**src/rtl/load_store_unit_pkg.sv**
```systemverilog
// Shared width codes, FSM state encoding and access-legality helper for the load/store unit.
package load_store_unit_pkg;

  localparam int LSU_XLEN = 32;

  localparam logic [2:0] F3_LB  = 3'b000;
  localparam logic [2:0] F3_LH  = 3'b001;
  localparam logic [2:0] F3_LW  = 3'b010;
  localparam logic [2:0] F3_LBU = 3'b100;
  localparam logic [2:0] F3_LHU = 3'b101;
  localparam logic [2:0] F3_SB  = 3'b000;
  localparam logic [2:0] F3_SH  = 3'b001;
  localparam logic [2:0] F3_SW  = 3'b010;

  typedef enum logic [1:0] {
    ST_IDLE   = 2'b00,
    ST_REQ    = 2'b01,
    ST_WAIT_R = 2'b10,
    ST_DONE   = 2'b11
  } lsu_state_e;

  // Stores only know B/H/W; loads additionally accept the unsigned B/H forms.
  function automatic logic f3_illegal(input logic is_store, input logic [2:0] f3);
    logic bad;
    if (is_store) begin
      bad = (f3 > F3_SW);
    end else begin
      bad = !((f3 == F3_LB) || (f3 == F3_LH) || (f3 == F3_LW) ||
              (f3 == F3_LBU) || (f3 == F3_LHU));
    end
    return bad;
  endfunction

endpackage

```
**src/rtl/lsu_align.sv**
```systemverilog
// Combinational lane steering: byte enables, replicated store data, load extraction and access checks.
module lsu_align
  import load_store_unit_pkg::*;
(
  input  logic [2:0]          funct3,
  input  logic                is_store,
  input  logic [1:0]          addr_lo,
  input  logic [LSU_XLEN-1:0] store_data,
  input  logic [LSU_XLEN-1:0] rdata,
  output logic [3:0]          be,
  output logic [LSU_XLEN-1:0] wdata,
  output logic [LSU_XLEN-1:0] load_data,
  output logic                misaligned,
  output logic                illegal
);

  logic [2:0]          size_s;
  logic [LSU_XLEN-1:0] shifted_s;

  assign size_s    = {1'b0, funct3[1:0]};
  assign shifted_s = rdata >> {addr_lo, 3'b000};

  // Request side: lane enables, replicated write data and error flags.
  always_comb begin
    be         = 4'b0000;
    wdata      = store_data;
    misaligned = 1'b0;
    illegal    = f3_illegal(is_store, funct3);
    case (size_s)
      F3_SB: begin
        be    = 4'b0001 << addr_lo;
        wdata = {4{store_data[7:0]}};
      end
      F3_SH: begin
        be         = addr_lo[1] ? 4'b1100 : 4'b0011;
        wdata      = {2{store_data[15:0]}};
        misaligned = addr_lo[0];
      end
      F3_SW: begin
        be         = 4'b1111;
        wdata      = store_data;
        misaligned = (addr_lo != 2'b00);
      end
      default: begin
        be         = 4'b0000;
        wdata      = store_data;
        misaligned = 1'b0;
      end
    endcase
  end

  // Response side: the addressed lane is already at bit 0, only extension remains.
  always_comb begin
    load_data = shifted_s;
    case (funct3)
      F3_LB:   load_data = {{24{shifted_s[7]}}, shifted_s[7:0]};
      F3_LBU:  load_data = {24'h000000, shifted_s[7:0]};
      F3_LH:   load_data = {{16{shifted_s[15]}}, shifted_s[15:0]};
      F3_LHU:  load_data = {16'h0000, shifted_s[15:0]};
      F3_LW:   load_data = shifted_s;
      default: load_data = shifted_s;
    endcase
  end

endmodule

```
**src/rtl/load_store_unit.sv**
```systemverilog
// Memory-stage load/store unit: accepts one access, runs the req/gnt/rvalid handshake, returns extended loads.
module load_store_unit
  import load_store_unit_pkg::*;
#(
  parameter int XLEN   = 32,
  parameter int ADDR_W = 32
) (
  input  logic              clk_i,
  input  logic              rst_ni,
  input  logic              req_valid_i,
  output logic              req_ready_o,
  input  logic              is_load_i,
  input  logic              is_store_i,
  input  logic [2:0]        funct3_i,
  input  logic [ADDR_W-1:0] addr_i,
  input  logic [XLEN-1:0]   store_data_i,
  input  logic [4:0]        rd_i,
  output logic              done_o,
  output logic [XLEN-1:0]   load_data_o,
  output logic [4:0]        load_rd_o,
  output logic              load_we_o,
  output logic              misaligned_o,
  output logic              illegal_o,
  output logic              busy_o,
  output logic              dmem_req_o,
  output logic              dmem_we_o,
  output logic [ADDR_W-1:0] dmem_addr_o,
  output logic [3:0]        dmem_be_o,
  output logic [XLEN-1:0]   dmem_wdata_o,
  input  logic              dmem_gnt_i,
  input  logic              dmem_rvalid_i,
  input  logic [XLEN-1:0]   dmem_rdata_i
);

  lsu_state_e  state_r, state_nxt_s;
  logic [2:0]  funct3_r;
  logic [1:0]  addr_lo_r;
  logic [4:0]  rd_r;
  logic        is_store_r;

  logic [2:0]      sel_f3_s;
  logic [1:0]      sel_addr_lo_s;
  logic            sel_store_s;
  logic [3:0]      be_s;
  logic [XLEN-1:0] wdata_s;
  logic [XLEN-1:0] load_data_s;
  logic            misaligned_s;
  logic            illegal_s;
  logic            accept_s;
  logic            go_s;

  // In IDLE the aligner checks the incoming request; afterwards it decodes the captured access.
  assign sel_f3_s      = (state_r == ST_IDLE) ? funct3_i    : funct3_r;
  assign sel_addr_lo_s = (state_r == ST_IDLE) ? addr_i[1:0] : addr_lo_r;
  assign sel_store_s   = (state_r == ST_IDLE) ? is_store_i  : is_store_r;

  lsu_align u_align (
    .funct3     (sel_f3_s),
    .is_store   (sel_store_s),
    .addr_lo    (sel_addr_lo_s),
    .store_data (store_data_i),
    .rdata      (dmem_rdata_i),
    .be         (be_s),
    .wdata      (wdata_s),
    .load_data  (load_data_s),
    .misaligned (misaligned_s),
    .illegal    (illegal_s)
  );

  assign accept_s = (state_r == ST_IDLE) && req_valid_i && (is_load_i ^ is_store_i);
  assign go_s     = accept_s && !illegal_s && !misaligned_s;

  // Next-state logic for the handshake sequence.
  always_comb begin
    state_nxt_s = state_r;
    case (state_r)
      ST_IDLE: begin
        if (go_s) state_nxt_s = ST_REQ;
        else      state_nxt_s = ST_IDLE;
      end
      ST_REQ: begin
        if (!dmem_gnt_i)                     state_nxt_s = ST_REQ;
        else if (is_store_r || dmem_rvalid_i) state_nxt_s = ST_DONE;
        else                                  state_nxt_s = ST_WAIT_R;
      end
      ST_WAIT_R: begin
        if (dmem_rvalid_i) state_nxt_s = ST_DONE;
        else               state_nxt_s = ST_WAIT_R;
      end
      ST_DONE:  state_nxt_s = ST_IDLE;
      default:  state_nxt_s = ST_IDLE;
    endcase
  end

  // State, capture registers and registered outputs, all derived from the next state.
  always_ff @(posedge clk_i) begin
    if (!rst_ni) begin
      state_r      <= ST_IDLE;
      funct3_r     <= 3'b000;
      addr_lo_r    <= 2'b00;
      rd_r         <= 5'd0;
      is_store_r   <= 1'b0;
      req_ready_o  <= 1'b1;
      busy_o       <= 1'b0;
      done_o       <= 1'b0;
      load_we_o    <= 1'b0;
      load_data_o  <= '0;
      load_rd_o    <= 5'd0;
      misaligned_o <= 1'b0;
      illegal_o    <= 1'b0;
      dmem_req_o   <= 1'b0;
      dmem_we_o    <= 1'b0;
      dmem_addr_o  <= '0;
      dmem_be_o    <= 4'b0000;
      dmem_wdata_o <= '0;
    end else begin
      state_r      <= state_nxt_s;
      req_ready_o  <= (state_nxt_s == ST_IDLE);
      busy_o       <= (state_nxt_s != ST_IDLE);
      done_o       <= (state_nxt_s == ST_DONE);
      load_we_o    <= (state_nxt_s == ST_DONE) && !is_store_r;
      illegal_o    <= accept_s && illegal_s;
      misaligned_o <= accept_s && !illegal_s && misaligned_s;
      dmem_req_o   <= (state_nxt_s == ST_REQ);
      dmem_we_o    <= (state_nxt_s == ST_REQ) && sel_store_s;
      if (go_s) begin
        funct3_r     <= funct3_i;
        addr_lo_r    <= addr_i[1:0];
        rd_r         <= rd_i;
        is_store_r   <= is_store_i;
        dmem_addr_o  <= {addr_i[ADDR_W-1:2], 2'b00};
        dmem_be_o    <= be_s;
        dmem_wdata_o <= wdata_s;
      end
      // Read data is captured on the way into DONE so it holds afterwards.
      if ((state_r != ST_IDLE) && (state_r != ST_DONE) &&
          (state_nxt_s == ST_DONE) && !is_store_r) begin
        load_data_o <= load_data_s;
        load_rd_o   <= rd_r;
      end
    end
  end

endmodule

```
**config.mk**
```make
export PLATFORM = sky130hd
export DESIGN_NAME = load_store_unit
export DESIGN_NICKNAME = d
export VERILOG_FILES = /design/src/rtl/load_store_unit_pkg.sv /design/src/rtl/lsu_align.sv /design/src/rtl/load_store_unit.sv
export SDC_FILE = /design/constraint.sdc
export NUM_CORES = 1
export LEC_CHECK = 0
export CORE_ASPECT_RATIO = 1.2
export CORE_MARGIN = 4
export CORE_UTILIZATION = 44
export CTS_CLUSTER_SIZE = 14
export DETAILED_ROUTE_END_ITERATION = 8
export PLACE_DENSITY = 0.78
export SYNTH_ARGS = -nofsm -noshare
export SYNTH_HDL_FRONTEND = slang
export SYNTH_SLANG_ARGS = --single-unit
```
**constraint.sdc**
```tcl
create_clock -name clk_i -period 3.48 [get_ports clk_i]
set_input_delay 0.348 -clock clk_i [delete_from_list [all_inputs] [get_ports clk_i]]
set_output_delay 0.348 -clock clk_i [all_outputs]
set_load 0.1 [all_outputs]
```
==> results.md <==
- Top cells by instance count after synthesis: sky130_fd_sc_hd__dfxtp_1 (124), sky130_fd_sc_hd__a21oi_1 (90), sky130_fd_sc_hd__nand2_1 (81)
- Slew Viols, Final: 0
- Deepest clock path buffer count: 2
- Total number of vias: 6420
- Leading post-synthesis cells by cell area: sky130_fd_sc_hd__dfxtp_1 (43%), sky130_fd_sc_hd__a21oi_1 (7.7%), sky130_fd_sc_hd__nand3_1 (6.4%), sky130_fd_sc_hd__o21ai_0 (6.1%), sky130_fd_sc_hd__nand2_1 (5.2%)
- Horiz. Die Dim: roughly 110 um
- Clock root cell: sky130_fd_sc_hd__clkbuf_16
- Hold Worst Slack: around 0.45 ns
- Critical path startpoint category: flop
- Achievable frequency: just over 300 MHz
- Max-slew headroom at the worst pin: 23.9%
- Sink count of the clock tree: approximately 120
- Antenna violation net count after detailed routing: 0
- Global-route wire length before repair: 32100 um
- RD Place Congestion: just under 1
- Num ports: 224
- TritonCTS clock tree: done
- Proportion of synthesized chip area in sequential cells: between 40% and 50%
- Biggest fanout along the worst timing path: 29
- Synth area leader: sky130_fd_sc_hd__dfxtp_1
- Sw Share: a little under a third
- NumNets Final: between 1000 and 1500
- Power density normalized to cell area: around 480 nW/um2
- Setup Total Neg Slack: 0 ns
- Top FF cell, synth: sky130_fd_sc_hd__dfxtp_1
- Area of the die: ~15000 um2
- Share of flip-flops with an asynchronous set or reset after synthesis: 0%
- Worst voltage drop across the vdd grid: about 330 uV
- Share of Yosys cell area claimed by the top area cell type: approximately 43%
- Gate power share: about 22%
- Number of failing setup endpoints in the final timing report: 0
- Pin count of the biggest net entering global routing: 75
- Layout overhead on the synthesized area: 50.5%
- Number of different library cells in the post-synthesis netlist: 44
- Area inside the core boundary: between 10000 and 15000 um2
- Internal: approximately 2.9 mW
- Critical Path Sink Type: flop
- Net switching power: approximately 1.3 mW
- Initial antenna violation count: 1
- Total routed wirelength: ~21000 um
- CTS H-tree lvls: 4
- Total DRC errors in the routed layout: 0
- Unrepaired setup endpoints after global routing: false
- Worst-skew pair later-pin latency: 0.41 ns
- Post-route minimum period: 3.24 ns
- Classification of the worst setup path: reg2reg
- Cell count after synthesis: between 700 and 800
- Final hold vios: 0
- Iter 0 DRT Violations: between 400 and 500
- Result of the run: finished, final reports clean
- Length of the first detailed-routing pass in iterations: 5
- Clock skew: just over 0.009 ns
- Congestion Overflow GR: 0
- Detail-routed via count per cell: just under 6
- Via count of the first global-routing pass: between 6000 and 7000
- LEAKAGE: slightly above 3 nW
- Slew at the pin closest to its max-slew limit: 1.14 ns
- Number of port buffers: 221
- Die Ht: ~130 um
- Part of the cycle the worst path needs: 93.0%
- Number of enable flip-flop cells after synthesis: 0
- Site row count: 45
- Total standard cell area after synthesis: ~6000 um2
- Flip-flop and latch count after synthesis: between 100 and 150
- Starting utilization of the core area: a little under half
- Avg WL per Cell: approximately 19 um
- Post-route total power: ~4.2 mW
- Clk pin slew, worst setup/hold paths: about 0.06 ns
- Avg Cell Area, Syn: 8.30 um2
- Number of max-cap violations: 0
- Part of the total power dissipated in sequential elements: 35.4%
- HPWL Detailed: about 15000 um
- Most frequent cell after synthesis: sky130_fd_sc_hd__dfxtp_1
- Crit path arrival time: about 3.5 ns
- Hold/Removal Path Class: reg2reg
- Clock share of power: a little over two fifths
- Count of yosys warnings during synthesis: 0
- Req. time, crit path: 3.78 ns
- Overall Global Routing Usage: 26.1%
- Layout cells sized above 1: roughly 9%
- Cts bufs inserted: 17
[power by group through the flow]
stage,Clock [mW],Sequential [mW],Combinational (mW)
6_report,1.79,1.49,0.928
5_1_grt,1.86,1.49,0.975
4_1_cts,1.80,1.49,0.921
3_5_place_dp,0,1.52,0.916
3_3_place_gp,0,1.51,0.903
2_1_floorplan,0,1.79,0.327
[cells in the final DEF, fill, tap and decap left out, types with 3 or more instances in the layout]
| master | synthesis | routed |
|---|---|---|
| sky130_fd_sc_hd__a211oi_1 | 16 | 16 |
| sky130_fd_sc_hd__a21oi_1 | 90 | 89 |
| sky130_fd_sc_hd__a221o_1 | 8 | 8 |
| sky130_fd_sc_hd__a221oi_1 | 18 | 18 |
| sky130_fd_sc_hd__a311oi_1 | 16 | 16 |
| sky130_fd_sc_hd__a32oi_1 | 8 | 8 |
| sky130_fd_sc_hd__buf_4 | 5 | 23 |
| sky130_fd_sc_hd__bufinv_16 | 0 | 3 |
| sky130_fd_sc_hd__clkbuf_16 | 0 | 17 |
| sky130_fd_sc_hd__clkdlybuf4s50_1 | 0 | 221 |
| sky130_fd_sc_hd__clkinv_2 | 0 | 3 |
| sky130_fd_sc_hd__clkinv_4 | 0 | 5 |
| sky130_fd_sc_hd__dfxtp_1 | 124 | 124 |
| sky130_fd_sc_hd__ha_1 | 7 | 7 |
| sky130_fd_sc_hd__inv_1 | 5 | 5 |
| sky130_fd_sc_hd__mux2_2 | 5 | 5 |
| sky130_fd_sc_hd__mux2i_1 | 25 | 24 |
| sky130_fd_sc_hd__nand2_1 | 81 | 81 |
| sky130_fd_sc_hd__nand3_1 | 74 | 74 |
| sky130_fd_sc_hd__nor2_1 | 34 | 34 |
| sky130_fd_sc_hd__o2111ai_1 | 20 | 20 |
| sky130_fd_sc_hd__o21ai_0 | 71 | 71 |
[state kept, by name (all words and copies together) (netlist names)]
register	cells
dmem_be_o	4
load_we_o	1
addr_lo_r	2
state_r	2
load_data_o	32
load_rd_o	5
dmem_addr_o	30
rd_r	5
funct3_r	3
req_ready_o	1
illegal_o	1
dmem_wdata_o	32
dmem_we_o	1
misaligned_o	1
dmem_req_o	1
done_o	1
is_store_r	1
busy_o	1
[routing by layer]
layer	wire length, um	GRT usage (%)
met5	0	0
met4	491	8.62
met3	2010	8.84
met2	10500	46.1
met1	7580	29.4
[metrics by stage]
stage	cells	area (um2)	util [%]	setup WS (ns)
2_1_floorplan	704	5840	-	0.459
6_report	1076	8780	68.4	0.243
3_5_place_dp	1044	8170	63.7	0.288
4_1_cts	1075	8770	68.3	0.247
5_1_grt	1076	8780	68.4	0.0243
3_3_place_gp	1044	8170	63.7	0.469
[path summary, 6_finish.rpt]
path / start / to / slack, ns / depth (start not counted)
worst max-delay path: state_r[0] / load_data_o[31] / 0.24 / 11
worst min-delay path: load_data_o[26] / load_data_o[26] / 0.45 / 2
worst max register to register: state_r[0] / load_data_o[31] / 0.24 / 11
worst min register to register: load_data_o[26] / load_data_o[26] / 0.45 / 2
[cell families after synthesis]
family	count (synthesis)	synth area share, %
other	1	0.0643
AOI/OAI and AO/OA	258	28.6
adders and majority gates	7	1.50
muxes	32	6.03
xor gates and xnor gates	1	0.150
buffers and inverters	77	5.73
and+or+nand+nor	203	15.4
DFF	124	42.6
[area by class of cell]
class	count	area [um2]
multi-input cells	503	3040
well taps	164	205
clock inverters	14	173
repair buffers	246	2420
inverters	7	26.3
diodes	1	2.50
flip-flops and latches	124	2480
fillers	1055	4060
clock buffers	17	425
[worst max-delay path: stages (launching register included)]
cell and delay, ns:
sky130_fd_sc_hd__dfxtp_1 0.33, sky130_fd_sc_hd__inv_1 0.09, sky130_fd_sc_hd__ha_1 0.43, sky130_fd_sc_hd__mux2_2 0.35
sky130_fd_sc_hd__inv_2 0.09, sky130_fd_sc_hd__ha_1 0.22, sky130_fd_sc_hd__nor2_1 0.11, sky130_fd_sc_hd__a2bb2oi_1 0.37
sky130_fd_sc_hd__nand2_1 0.10, sky130_fd_sc_hd__buf_4 0.20, sky130_fd_sc_hd__a31o_2 0.46, sky130_fd_sc_hd__a221oi_1 0.37
[timing repair]
| item | CTS | global route |
|---|---|---|
| buffers inserted | 0 | 0 |
| hold buffers | 0 | 0 |
| gates resized for setup | 0 | 1 |
| setup endpoints to repair | 0 | 1 |
Power figures use the tool's default switching activity.
